`config.mk`:
```
export PLATFORM = sky130hd
export DESIGN_NAME = stack_access_ctrl
export DESIGN_NICKNAME = d
export VERILOG_FILES = /design/src/rtl/stack_pkg.sv /design/src/rtl/stack_ack_timer.sv /design/src/rtl/stack_access_ctrl.sv
export SDC_FILE = /design/constraint.sdc
export NUM_CORES = 1
export LEC_CHECK = 0
export ABC_AREA = 1
export BUFFER_PORTS_ARGS = -buffer_cell sky130_fd_sc_hd__buf_4
export CAP_MARGIN = 20
export CORE_ASPECT_RATIO = 1.2
export CORE_MARGIN = 4
export CORE_UTILIZATION = 56
export CTS_CLUSTER_DIAMETER = 30
export CTS_CLUSTER_SIZE = 28
export DETAILED_ROUTE_END_ITERATION = 8
export GPL_TIMING_DRIVEN = 0
export PLACE_DENSITY_LB_ADDON = 0.3
export SLEW_MARGIN = 20
export SYNTH_ARGS = -nofsm -noshare
export SYNTH_HDL_FRONTEND = slang
export SYNTH_SLANG_ARGS = --single-unit
```
`constraint.sdc`:
```
create_clock -name clk -period 2.5 [get_ports clk]
set_input_delay 0.25 -clock clk [delete_from_list [all_inputs] [get_ports clk]]
set_output_delay 0.25 -clock clk [all_outputs]
set_load 0.1 [all_outputs]
```
`src/rtl/stack_pkg.sv`:
```
// stack_pkg: shared op codes, FSM encoding and default width for the stack access controller.
package stack_pkg;
    localparam int STACK_DATA_W = 16;
    localparam logic [1:0] OP_PUSH = 2'b00;
    localparam logic [1:0] OP_POP  = 2'b01;
    localparam logic [1:0] OP_CALL = 2'b10;
    localparam logic [1:0] OP_RET  = 2'b11;
    typedef enum logic [2:0] {
        S_IDLE,
        S_CHECK,
        S_MEM,
        S_SPUPD,
        S_ERR
    } state_t;
endpackage

```
`src/rtl/stack_ack_timer.sv`:
```
// stack_ack_timer: counts MEM-wait cycles and flags expiry on the LIMIT-th waiting cycle.
module stack_ack_timer #(
    parameter int LIMIT = 15
) (
    input  logic clk,
    input  logic reset,
    input  logic load,
    input  logic en,
    output logic expired
);
    localparam int W = $clog2(LIMIT + 1);
    logic [W-1:0] count;
    always_ff @(posedge clk or negedge reset) begin
        if (!reset)
            count <= '0;
        else if (load)
            count <= '0;
        else if (en)
            count <= count + W'(1);
    end
    assign expired = en && (count == W'(LIMIT - 1));
endmodule

```
`src/rtl/stack_access_ctrl.sv`:
```
// stack_access_ctrl: sequences PUSH/POP/CALL/RET through bounds check, memory access and SP strobe.
module stack_access_ctrl
    import stack_pkg::*;
#(
    parameter int DATA_W = STACK_DATA_W,
    parameter logic [DATA_W-1:0] STACK_LIMIT = 16'hFF00,
    parameter logic [DATA_W-1:0] SP_TOP = 16'hFFFF,
    parameter int ACK_TIMEOUT = 15
) (
    input  logic              clk,
    input  logic              reset,
    input  logic              op_valid,
    output logic              op_ready,
    input  logic [1:0]        op_code,
    input  logic [DATA_W-1:0] op_data,
    input  logic [DATA_W-1:0] sp,
    output logic              sp_push,
    output logic              sp_pop,
    output logic [DATA_W-1:0] sp_new,
    output logic              mem_req,
    output logic              mem_we,
    output logic [DATA_W-1:0] mem_addr,
    output logic [DATA_W-1:0] mem_wdata,
    input  logic [DATA_W-1:0] mem_rdata,
    input  logic              mem_ack,
    output logic              res_valid,
    output logic [DATA_W-1:0] res_data,
    output logic              res_pc_load,
    output logic              err_ovf,
    output logic              err_unf,
    output logic              err_tmo
);
    state_t state, next;
    logic [1:0] op_l;
    logic [DATA_W-1:0] data_l, sp_l;
    logic is_wr, tmo, ovf, unf;

    assign is_wr = (op_l == OP_PUSH) || (op_l == OP_CALL);
    assign ovf = is_wr && (sp_l == STACK_LIMIT);
    assign unf = !is_wr && (sp_l == SP_TOP);

    stack_ack_timer #(.LIMIT(ACK_TIMEOUT)) u_timer (
        .clk(clk),
        .reset(reset),
        .load(state == S_CHECK),
        .en(state == S_MEM),
        .expired(tmo)
    );

    always_ff @(posedge clk or negedge reset) begin
        if (!reset)
            state <= S_IDLE;
        else
            state <= next;
    end

    always_comb begin
        next = state;
        case (state)
            S_IDLE:  next = op_valid ? S_CHECK : S_IDLE;
            S_CHECK: next = (ovf || unf) ? S_ERR : S_MEM;
            S_MEM:   next = mem_ack ? S_SPUPD : (tmo ? S_ERR : S_MEM);
            S_SPUPD: next = S_IDLE;
            default: next = S_ERR;
        endcase
    end

    always_ff @(posedge clk or negedge reset) begin
        if (!reset) begin
            op_l     <= OP_PUSH;
            data_l   <= '0;
            sp_l     <= '0;
            sp_new   <= SP_TOP;
            res_data <= '0;
            err_ovf  <= 1'b0;
            err_unf  <= 1'b0;
            err_tmo  <= 1'b0;
        end else begin
            if (state == S_IDLE && op_valid) begin
                op_l   <= op_code;
                data_l <= op_data;
                sp_l   <= sp;
            end
            if (state == S_CHECK && ovf)
                err_ovf <= 1'b1;
            if (state == S_CHECK && unf)
                err_unf <= 1'b1;
            // sp_new is registered so it is stable across the whole SPUPD cycle
            if (state == S_MEM && mem_ack) begin
                res_data <= mem_rdata;
                sp_new   <= is_wr ? sp_l - DATA_W'(1) : sp_l + DATA_W'(1);
            end
            if (state == S_MEM && !mem_ack && tmo)
                err_tmo <= 1'b1;
        end
    end

    assign op_ready    = (state == S_IDLE);
    assign mem_req     = (state == S_MEM);
    assign mem_we      = mem_req && is_wr;
    assign mem_addr    = mem_req ? (is_wr ? sp_l : sp_l + DATA_W'(1)) : '0;
    assign mem_wdata   = mem_we ? data_l : '0;
    assign sp_push     = (state == S_SPUPD) && is_wr;
    assign sp_pop      = (state == S_SPUPD) && !is_wr;
    assign res_valid   = sp_pop;
    assign res_pc_load = sp_pop && (op_l == OP_RET);
endmodule
```
Word level (Yosys, flattened, before mapping). Index checks and enable logic that the tools add are counted.

Output and inout bits: 74. Bits of input ports: 54. Flip-flop bits (word level): 76.

Equal/unequal tests: 8. Mux-type cells: 11. Add/sub/neg operators: 3. Reduce and logical (&&, ||, !) cells: 20.

Operators with widths (count): $mux 16 (4); $eq 16x16->1 const B (2); $add 16x1->16 const B (1); $sub 16x1->16 const B (1); $logic_and 1x1->1 (13); $pmux 3 s4 (1); $mux 3 (3); $mux 4 (2); $eq 3x2->1 const B (2); $add 4x1->4 const B (1); $eq 2x2->1 const B (2); $eq 4x4->1 const B (1); $eq 3x1->1 const B (1); $logic_not 3->1 (1); $logic_not 1->1 (2); $logic_not 2->1 (1); $logic_or 1x1->1 (2); $reduce_bool 2->1 (1); $mux 1 (1).

Depth between registers and ports, before layout.
Depth in word-level cells: 7. Gate-level depth with buffers: 11.

Modules after synthesis. Synthesis repeated with hierarchy kept, for this count alone.

Cell total of the unflattened synthesis: 569. Area total of the unflattened synthesis: 4200.3 µm².

Modules (own cells, without submodules): stack_access_ctrl (instances 1, area each 3978.8 µm², cells an instance 542); stack_ack_timer (instances 1, area each 221.5 µm², cells an instance 27).

Worst setup path before layout. OpenSTA, ideal clock, no wires.

Path kind: register to output. From: register state[2]. To: output mem_addr[1]. Arrival: 3.822 ns. Cell stages (with the launch flop): 7. Buffers on the path: 1. Path slack: -1.572 ns. Path through: dfrtp_1 nor2_1 nand2_1 nor2_2 inv_2 buf_2 o21ai_0.

Cells in the longest elaborated chain, start to end: 2.

Ends and longest elaborated chain: from (decl) (RTL line stack_access_ctrl.sv:33) `state_t state, next;`; from (signal assigned) (RTL line stack_access_ctrl.sv:54) `state <= next;`; $eq 3x2->1 (RTL line stack_access_ctrl.sv:99) `assign mem_req = (state == S_MEM);`; $mux 16 (RTL line stack_access_ctrl.sv:101) `assign mem_addr = mem_req ? (is_wr ? sp_l : sp_l + DATA_W'(1)) : '0;`; to (decl) (RTL line stack_access_ctrl.sv:22) `output logic [DATA_W-1:0] mem_addr,`.

Every way passes these cells.

Worst setup path in the final report.
From: register state[0]. To: output mem_wdata[13].

Cells in the longest elaborated chain, start to end: 3.

Ends and longest elaborated chain: $eq 3x2->1 (RTL line stack_access_ctrl.sv:99); $logic_and 1x1->1 (RTL line stack_access_ctrl.sv:100) `assign mem_we = mem_req && is_wr;`; $mux 16 (RTL line stack_access_ctrl.sv:102) `assign mem_wdata = mem_we ? data_l : '0;`; to (decl) (RTL line stack_access_ctrl.sv:23) `output logic [DATA_W-1:0] mem_wdata,`.

Every way passes these cells.

==> qor.csv <==
metric;value;unit
outcome;complete, no violations;
die_ht;103;um
skew;13.2;ps
synth.ff_latch_count;76;
clock_insertion_delay_worst_skew;360;ps
critPathLaunchType;register;
drv_slew;0;
floorplan.initialDensity;0.576;
cts.sinks;76;
via_count_of_the_routed_design;4267;
register_area;1920;um2
grt_use_total;0.294;
multi_input_area;2120;um2
row_count;34;
crit_path_end_kind;output pin;
synth_top_cells_by_area;sky130_fd_sc_hd__dfrtp_1 36%, sky130_fd_sc_hd__nand2_1 15%, sky130_fd_sc_hd__dfstp_2 10%;
finalCriticalPeriod;2410;ps
die_width;86.8;um
worst_setup_path_startpoint;state[0];
rsz_0062_raised_after_global_routing;no;
fill_cells;522;
yosysTopAreaCellShare;0.360;
yosysWarnings;0;
worst-endpoint-arrival;2160;ps
floorplan.core_area;7230;um2
gp_congestion;0.914;
power_per_cell_area;440;nW/um2
delay_of_the_slowest_cell_on_the_worst_path;440;ps
dr.first_iter.drc_count;183;
die_area;8890;um2
power.net_switching;641;uW
synth_edf_count;0;
wl_per_cell;16.1;um
crit_required;2250;ps
async_flop_share;1.00;
largest_net_degree_at_the_start_of_global_routing;77;
wl;12.8;mm
buffer_ports.inserted;127;
cts_root_buf;sky130_fd_sc_hd__clkbuf_8;
drt-vias-per-instance;5.38;
power.leakage;3.08;nW
internal_power_of_the_cells;1.88;mW
period_share;0.963;
path_class;register to output pin;
fmax;0.415;GHz
post-cts-setup-buffers;0;
final-hold-violation-count;0;
insertedDiodeCount;0;
cpLargestDelayFamily;buffers and inverters;
synth_cell_type_count;30;
cts_buffer_depth;2;
synth-main-ff-cell;sky130_fd_sc_hd__dfrtp_1;
post_syn_nets;621;
path_cells;nor2_1 > nand2_2 > nor2_4 > inv_2 > clkbuf_4 > buf_6 > nor2_4 > buf_6;
dr_drc_count;0;
tritoncts.num_buffers;9;
holdCritPathClass;primary input to asynchronous set/reset pin;
drv.max_cap_violation_count;0;
netlist_instances;560;
cts_tree;built;
grt_antenna_before_repair;0;
vdd_drop_max;0.000442;V
netSwitchingFraction;0.254;
slew_headroom;0.372;
place_hpwl;9.53;mm
synth.avg_cell_area;7.44;um2
worst_path_max_delay_cell;sky130_fd_sc_hd__dfrtp_1;
io-pin-count;128;
placedCellCount;777;
globalRoute.totalOverflow;0;
final_layout_size_suffix_gt1_frac;0.333;
post-route-util;0.792;
yosysSeqAreaShare;0.461;
htree_levels;3;
nNetsFinal;759;
syn_to_final_growth;37.5;%
via_count_of_the_first_global_routing_pass;4332;
register_clock_pin_slew_on_the_reported_worst_setup_and_hold_paths;90;ps
final_antenna_net_count;0;
crit_buf_inv;4;
clock_power_share;0.413;
power.share.combinational;0.091;
final-setup-viol-count;0;
final_standard_cell_count_with_taps_included_and_fillers_excluded;793;
critical_path.max_fanout;10;
synthDominantAreaCellType;sky130_fd_sc_hd__dfrtp_1;
drt_pass1_iterations;5;
wire_length_of_the_first_global_routing_pass;20.1;mm
seq_power_share;0.496;
worstReg2RegStart;sp_l[0];
synthesis.area;4170;um2
max_slew.worst_pin.slew;942;ps
==> path summary, 6_finish.rpt <==
check	endpoint	slack (ps)	depth (start not counted)
min	err_unf	20	1
min reg2reg	sp_new[9]	470	2
max in group asynchronous	data_l[4]	1850	1
max reg2reg	sp_new[14]	680	11
min in group clk	res_data[5]	80	3
max	mem_wdata[13]	90	8
==> stage by stage <==
step / area [um2] / hold WS [ps] / setup WS, ps / power, mW / TNS, ps
2_1_floorplan: 4400 / -45.6 / -421 / 1.39 / -3890
3_5_place_dp: 5470 / 450 / 242 / 1.50 / 0
5_1_grt: 5730 / 86.7 / 8.71 / 2.59 / 0
4_1_cts: 5700 / 73.3 / 32.2 / 2.53 / 0
3_3_place_gp: 5470 / 444 / 280 / 1.50 / 0
6_report: 5730 / 19.6 / 92.4 / 2.52 / 0
==> layout by cell type, fill, tap and decap left out, drive strengths merged, types with 6 or more instances in the layout <==
master	synthesis	layout
dfrtp	60	60
nor2	99	99
xor2	6	6
a21oi	39	39
nand2	169	169
dfstp	16	16
buf	25	151
ha	7	7
nand3	36	36
o21ai	20	20
nand4	6	6
inv	50	51
nor3	6	6
o22ai	13	13
clkbuf	3	14
==> what timing repair did <==
action / in CTS / in global routing
hold buffers: 0 / 0
resized for setup: 4 / 9
setup endpoints to repair: 20 / 9
endpoints found under the hold margin: 0 / 0
==> layer usage <==
metal | global-route usage | vias to the layer above | routed length, um
li1 | - | 2053 | -
met3 | 0.0584 | 43 | 841
met2 | 0.518 | 180 | 6640
met5 | 0 | - | 0
met1 | 0.337 | 1991 | 4790
met4 | 0.151 | 0 | 492
==> area by class of cell <==
cell class / count / share of cell area
Multi-Input combinational cell: 406 / 0.370
Timing Repair Buffer: 127 / 0.173
Sequential cell: 76 / 0.335
Buffer: 28 / 0.0314
Inverter: 50 / 0.0328
Clock buffer: 10 / 0.0223
Tap cell: 90 / 0.0197
Clock inverter: 6 / 0.0155
==> sequential cells by signal, summed over array words and instances (netlist names) <==
signal	flops
data_l	16
res_data	16
sp_l	16
sp_new	16
u_timer.count	4
state	3
op_l	2
err_ovf	1
err_tmo	1
err_unf	1
==> Yosys cell counts (4+ instances only) <==
library cell	instances
sky130_fd_sc_hd__o22ai_1	13
sky130_fd_sc_hd__o21ai_0	13
sky130_fd_sc_hd__ha_1	7
sky130_fd_sc_hd__o21ai_1	6
sky130_fd_sc_hd__nand2_1	166
sky130_fd_sc_hd__nor3_1	4
sky130_fd_sc_hd__nor2_1	92
sky130_fd_sc_hd__dfrtp_1	60
sky130_fd_sc_hd__inv_1	47
sky130_fd_sc_hd__buf_6	5
sky130_fd_sc_hd__nand3_1	32
sky130_fd_sc_hd__nand3_2	4
sky130_fd_sc_hd__a21oi_1	39
sky130_fd_sc_hd__nand4_1	6
sky130_fd_sc_hd__xor2_1	6
sky130_fd_sc_hd__nor2_2	4
sky130_fd_sc_hd__buf_2	17
sky130_fd_sc_hd__dfstp_2	16
==> power by group through the flow <==
stage          clock [mW]  sequential (mW)  combinational, mW
5_1_grt              1.10             1.25              0.242
6_report             1.04             1.25              0.229
2_1_floorplan           0             1.38             0.0110
3_5_place_dp            0             1.28              0.229
3_3_place_gp            0             1.27              0.227
4_1_cts              1.05             1.25              0.231
==> kinds of logic (layout without fill, tap and decap cells) <==
| kind of cell | after synthesis | count (layout) | synth area share |
|---|---|---|---|
| DFF | 76 | 76 | 0.461 |
| and+or+nand+nor | 319 | 319 | 0.322 |
| buffers and inverters | 78 | 221 | 0.0870 |
| muxes | 1 | 1 | 0.00270 |
| adders and majority gates | 7 | 7 | 0.0210 |
| xor gates and xnor gates | 7 | 7 | 0.0147 |
| AOI/OAI and AO/OA | 72 | 72 | 0.0912 |
(Power assumes the default switching activity.)
